`config.mk`:
```
export PLATFORM = sky130hd
export DESIGN_NAME = token_controller_sparse
export DESIGN_NICKNAME = d
export VERILOG_FILES = /design/src/rtl/token_controller_sparse.sv
export SDC_FILE = /design/constraint.sdc
export NUM_CORES = 2
export LEC_CHECK = 0
export CAP_MARGIN = 20
export CORE_UTILIZATION = 25
export CTS_CLUSTER_SIZE = 40
export DETAILED_ROUTE_END_ITERATION = 6
export PLACE_DENSITY = 0.52
export SYNTH_ARGS = -nofsm -noshare
export SYNTH_HDL_FRONTEND = slang
export SYNTH_SLANG_ARGS = --single-unit
```
`constraint.sdc`:
```
create_clock -name clk -period 6.65 [get_ports clk]
set_input_delay 0.9975 -clock clk [delete_from_list [all_inputs] [get_ports clk]]
set_output_delay 0.9975 -clock clk [all_outputs]
set_load 0.01 [all_outputs]
```
`src/rtl/token_controller_sparse.sv`:
```
// Token controller: walks every neuron of a core, integrating the active axons of
// the current tick through the neuron block, then writes back and offers spikes to the router.
module token_controller_sparse #(
  parameter int NUM_AXONS   = 256,
  parameter int NUM_NEURONS = 256,
  parameter int NUM_WEIGHTS = 4,
  parameter int SPARSE      = 1,
  localparam int AW = $clog2(NUM_AXONS),
  localparam int NW = $clog2(NUM_NEURONS),
  localparam int WI = $clog2(NUM_WEIGHTS)
) (
  input  logic                 clk,
  input  logic                 rst,
  input  logic                 tick,
  input  logic [NUM_AXONS-1:0] axon_spikes,
  input  logic [NUM_AXONS-1:0] synapses,
  input  logic                 spike_in,
  input  logic                 spike_ready,
  input  logic                 cfg_we,
  input  logic [AW-1:0]        cfg_addr,
  input  logic [WI-1:0]        cfg_data,
  output logic                 scheduler_set,
  output logic                 scheduler_clr,
  output logic [NW-1:0]        csram_addr,
  output logic                 csram_write,
  output logic [WI-1:0]        neuron_instruction,
  output logic                 neuron_reg_en,
  output logic                 next_neuron,
  output logic                 write_current_potential,
  output logic                 spike_valid,
  output logic                 busy,
  output logic                 done,
  output logic                 error
);

  typedef enum logic [2:0] {
    IDLE  = 3'd0,
    SET   = 3'd1,
    LOAD  = 3'd2,
    INTEG = 3'd3,
    WRITE = 3'd4,
    NEXT  = 3'd5,
    CLR   = 3'd6
  } state_t;

  localparam logic [NUM_AXONS-1:0] ONE_HOT0  = NUM_AXONS'(1);
  localparam logic [AW-1:0]        LAST_AXON = AW'(NUM_AXONS - 1);
  localparam logic [NW-1:0]        LAST_NRN  = NW'(NUM_NEURONS - 1);

  state_t               state;
  logic [NUM_AXONS-1:0] mask;
  logic [AW-1:0]        idx;
  logic [WI-1:0]        type_table [NUM_AXONS];

  logic [NUM_AXONS-1:0] src_mask;
  logic [NUM_AXONS-1:0] rest_mask;
  logic [AW-1:0]        pick;
  logic [AW-1:0]        next_idx;

  function automatic logic [AW-1:0] lowest_set(input logic [NUM_AXONS-1:0] m);
    logic [AW-1:0] r;
    r = '0;
    for (int k = NUM_AXONS - 1; k >= 0; k--) begin
      if (m[k]) r = AW'(k);
    end
    return r;
  endfunction

  // In LOAD the freshly captured row feeds the encoder so the first axon issues without a bubble.
  always_comb begin
    src_mask  = (state == LOAD) ? (axon_spikes & synapses) : mask;
    pick      = lowest_set(src_mask);
    rest_mask = src_mask & ~(ONE_HOT0 << pick);
    next_idx  = idx + AW'(1);
  end

  // Axon-type table: not reset, writable only while idle.
  always_ff @(posedge clk) begin
    if (cfg_we && state == IDLE) type_table[cfg_addr] <= cfg_data;
  end

  // Sequencer; every output is registered and reflects the state it was loaded for.
  always_ff @(posedge clk) begin
    if (rst) begin
      state                   <= IDLE;
      mask                    <= '0;
      idx                     <= '0;
      scheduler_set           <= 1'b0;
      scheduler_clr           <= 1'b0;
      csram_addr              <= '0;
      csram_write             <= 1'b0;
      neuron_instruction      <= '0;
      neuron_reg_en           <= 1'b0;
      next_neuron             <= 1'b0;
      write_current_potential <= 1'b0;
      spike_valid             <= 1'b0;
      busy                    <= 1'b0;
      done                    <= 1'b0;
      error                   <= 1'b0;
    end else begin
      case (state)
        IDLE: begin
          if (tick) begin
            state         <= SET;
            scheduler_set <= 1'b1;
            busy          <= 1'b1;
          end
        end
        SET: begin
          scheduler_set           <= 1'b0;
          csram_addr              <= '0;
          state                   <= LOAD;
          next_neuron             <= 1'b1;
          write_current_potential <= 1'b1;
          neuron_reg_en           <= 1'b1;
        end
        LOAD: begin
          next_neuron             <= 1'b0;
          write_current_potential <= 1'b0;
          idx                     <= '0;
          if (SPARSE != 0) begin
            mask <= rest_mask;
            if (src_mask == '0) begin
              state         <= WRITE;
              neuron_reg_en <= 1'b0;
            end else begin
              state              <= INTEG;
              neuron_reg_en      <= 1'b1;
              neuron_instruction <= type_table[pick];
            end
          end else begin
            mask          <= src_mask;
            state         <= INTEG;
            neuron_reg_en <= src_mask[0];
            if (src_mask[0]) neuron_instruction <= type_table[0];
          end
        end
        INTEG: begin
          if (SPARSE != 0) begin
            if (mask == '0) begin
              state         <= WRITE;
              neuron_reg_en <= 1'b0;
            end else begin
              neuron_reg_en      <= 1'b1;
              neuron_instruction <= type_table[pick];
              mask               <= rest_mask;
            end
          end else begin
            if (idx == LAST_AXON) begin
              state         <= WRITE;
              neuron_reg_en <= 1'b0;
            end else begin
              idx           <= next_idx;
              neuron_reg_en <= mask[next_idx];
              if (mask[next_idx]) neuron_instruction <= type_table[next_idx];
            end
          end
        end
        WRITE: begin
          if (!spike_valid) begin
            if (spike_in) begin
              spike_valid <= 1'b1;
            end else begin
              csram_write <= 1'b1;
              state       <= NEXT;
            end
          end else if (spike_ready) begin
            spike_valid <= 1'b0;
            csram_write <= 1'b1;
            state       <= NEXT;
          end
        end
        NEXT: begin
          csram_write <= 1'b0;
          if (csram_addr == LAST_NRN) begin
            state         <= CLR;
            scheduler_clr <= 1'b1;
            done          <= 1'b1;
          end else begin
            csram_addr              <= csram_addr + NW'(1);
            state                   <= LOAD;
            next_neuron             <= 1'b1;
            write_current_potential <= 1'b1;
            neuron_reg_en           <= 1'b1;
          end
        end
        CLR: begin
          scheduler_clr <= 1'b0;
          done          <= 1'b0;
          busy          <= 1'b0;
          state         <= IDLE;
        end
        default: begin
          state <= IDLE;
          busy  <= 1'b0;
        end
      endcase
      if ((tick || cfg_we) && state != IDLE) error <= 1'b1;
    end
  end

endmodule

```
==> impl_metrics.yaml <==
clocking:
  clk_pin_slew_ps: 60
  cts_max_level: 3
  clock-root-buffer: "clkbuf_16"
  ctsLongestPathBuffers: 3
  post_cts_buffers: 0
  cts_buffers: 92
  cts_tree: "built"
  clock_sinks: 789
  clk_latency_ps: 720
  holdBufCountCts: 0
floorplanning:
  start_util: 0.2519
  dieArea_um2: 174700
  ios: 548
  row_count: 152
  coreArea_um2: 171700
  die_h_um: 418.0
  die_w_um: 418.0
synth:
  synth.most_common_cell: "nand2_1"
  synth_top_area_share: 0.3554
  ys_seq_area_frac: 0.4836
  synthArstFlopShare: 0
  synthTopCellsByCount: "nand2_1 (684), nor2_1 (673), edfxtp_1 (512), a21oi_1 (420), dfxtp_1 (277)"
  synth-warning-count: 0
  yosysTopAreaCell: "edfxtp_1"
  synth_ff_type: "edfxtp_1"
  synth.distinct_cells: 101
  synth_area_leaders: "edfxtp_1 (36%), dfxtp_1 (13%), nand2_1 (5.9%)"
  avgSynthCellArea_um2: 9.054
  syn_nets: 5307
  synth_edf_count: 512
  synth_area_um2: 43260
  synthCells: 4778
  synth-seq-cells: 789
placed_design:
  dpl_cell_area_um2: 52460
  io_buffer_count: 547
  hpwl_mm: 160.8
  dp_slack_ps: 272.4
  place.gp.congestion: 0.9580
finish:
  layout-drive-gt1-share: 0.08696
  nets: 5875
  design_area_um2: 55600
  ff_latch_area_um2: 20920
  multiInputGateArea_um2: 20870
  syn2layout_area_growth_pct: 28.52
  nFillCells: 17840
worst_setup_path:
  crit_required_ps: 7240
  path_max_fanout: 32
  cp.arrival_ps: 6930
  worst_setup_path_end_kind: "register"
  crit_type: "register to register"
  reg2regPathDepth: 18
  critPathLaunchType: "register"
  r2r_start: "state[1]$_SDFFE_PP0P_"
  r2r-end: "neuron_instruction[0]$_SDFFE_PP0P_"
  reg2reg_setup_slack_ps: 310
timing:
  finalSetupViolCount: 0
  hold_violations: 0
  slew_headroom: 0.1585
  fin_tns_setup_ps: 0
  finClkSkew_ps: 39.01
  finalMaxSlewViolations: 0
  fin_crit_sh: 0.9527
  layout_setup_ws_ps: 314.5
  rsz0062_at_grt: "no"
  period_needed_ps: 6335
  worstMarginPinSlew_ps: 1262
  fmax_mhz: 157.8
global_routing:
  grt_pass1_wl_mm: 303.8
  first_global_vias: 41670
  grt.overflow.total: 0
  antenna_found_initial: 6
  track_usage: 0.2390
  grt_max_degree: 166
routing:
  num_vias: 43320
  drt_wl_total_mm: 217.9
  drt-vias-per-instance: 5.605
  post_drt_wl_per_cell_um: 28.20
  drc_errors: 0
  antenna_left: 0
  first_iter_violations: 4365
  drtPass1Iterations: 5
run_status:
  status: "finished clean"
worst_hold_path:
  hp-start: "mask[193]$_SDFFE_PP0P_"
  hold_depth: 2
  min_to: "mask[193]$_SDFFE_PP0P_"
  worstHoldPathType: "register to register"
job:
  maxCapViolCount: 0
per-layer routing:
metal  wire length [um]  share of wire  vias up  track usage
met3              15340          0.070      468      0.03586
met4              13640          0.063        4       0.1386
met5                 27        0.00012        -            0
met2             104000           0.48     2159       0.4061
met1              84960           0.39    21460       0.2860
li1                   -              -    19230            -
state kept, by name, summed over array words and instances, names as in the netlist, 2 cells and up:
register,count
mask,256
type_table,512
csram_addr,8
state,3
neuron_instruction,2
repair_timing:
action                                 in CTS  in global routing
gates resized for setup                     0                  1
endpoints found under the hold margin       0                  0
setup endpoints to repair                   0                  2
cells in the final DEF, fill, tap and decap left out, types with 67 or more instances in the layout:
cell type,count
clkdlybuf4s50_1,544
nand4_1,73
a221oi_1,93
and3_1,70
nand2_1,679
nor3_1,68
a22oi_1,110
clkbuf_16,94
nor2_1,657
dfxtp_1,277
buf_4,191
o21ai_0,154
a211oi_1,111
nand3_1,245
mux2i_1,180
edfxtp_1,512
a21oi_1,420
o211ai_1,67
stage by stage:
stage                     cells  hold WS, ps  utilization
final                      7728        465.4       0.3237
after global routing       7727        491.2       0.3237
after CTS                  7725        466.2       0.3236
after detailed placement   7561        458.3       0.3054
after global placement     7560        451.1       0.3054
after floorplan            4778        444.6            -
layout make-up:
class / instances / share of cell area
sequential: 789 / 0.3763
multi-input combinational: 3632 / 0.3753
timing repair buffer: 772 / 0.1363
tap: 2310 / 0.05199
clock buffer: 115 / 0.04463
clock inverter: 49 / 0.01139
inverter: 59 / 0.003983
antenna: 2 / 0.00009002
critical path: stages (launching register included):
cell,delay (ps)
dfxtp_1,540
nor3b_4,420
buf_12,260
buf_4,330
mux2i_1,140
a311oi_1,430
o311ai_0,410
a2111oi_1,820
nand4_1,150
a21oi_1,380
o21a_1,340
buf_12,220
nor2_2,60
buf_12,200
and3_1,170
a2111oi_0,400
a32oi_1,240
a41o_1,270
o41ai_2,320
how the worst max path moves through the flow:
stage / start / to / slack (ps) / cells past startpoint
after floorplan: axon_spikes[204] / neuron_instruction[0]$_SDFFE_PP0P_ / 2180 / 17
after global placement: state[1]$_SDFFE_PP0P_ / neuron_instruction[1]$_SDFFE_PP0P_ / 300 / 22
after detailed placement: state[1]$_SDFFE_PP0P_ / neuron_instruction[1]$_SDFFE_PP0P_ / 270 / 22
after CTS: state[1]$_SDFFE_PP0P_ / neuron_instruction[1]$_SDFFE_PP0P_ / 260 / 22
after global routing: state[1]$_SDFFE_PP0P_ / neuron_instruction[1]$_SDFFE_PP0P_ / 40 / 22
final: state[1]$_SDFFE_PP0P_ / neuron_instruction[0]$_SDFFE_PP0P_ / 310 / 18
cell families (layout without fill, tap and decap cells):
kind of cell / count (synthesis) / count (layout) / synth area share
muxes: 211 / 211 / 0.04972
and+or+nand+nor: 2065 / 2065 / 0.2144
buffers and inverters: 357 / 995 / 0.03731
other: 0 / 2 / 0
AOI/OAI and AO/OA: 1352 / 1352 / 0.2141
xor gates and xnor gates: 3 / 3 / 0.0006075
DFF: 789 / 789 / 0.4836
adders and majority gates: 1 / 1 / 0.0002892
Power is left out: the tool's default activity adds up to more than one toggle a clock period on the data nets, which glitch-free logic cannot reach.
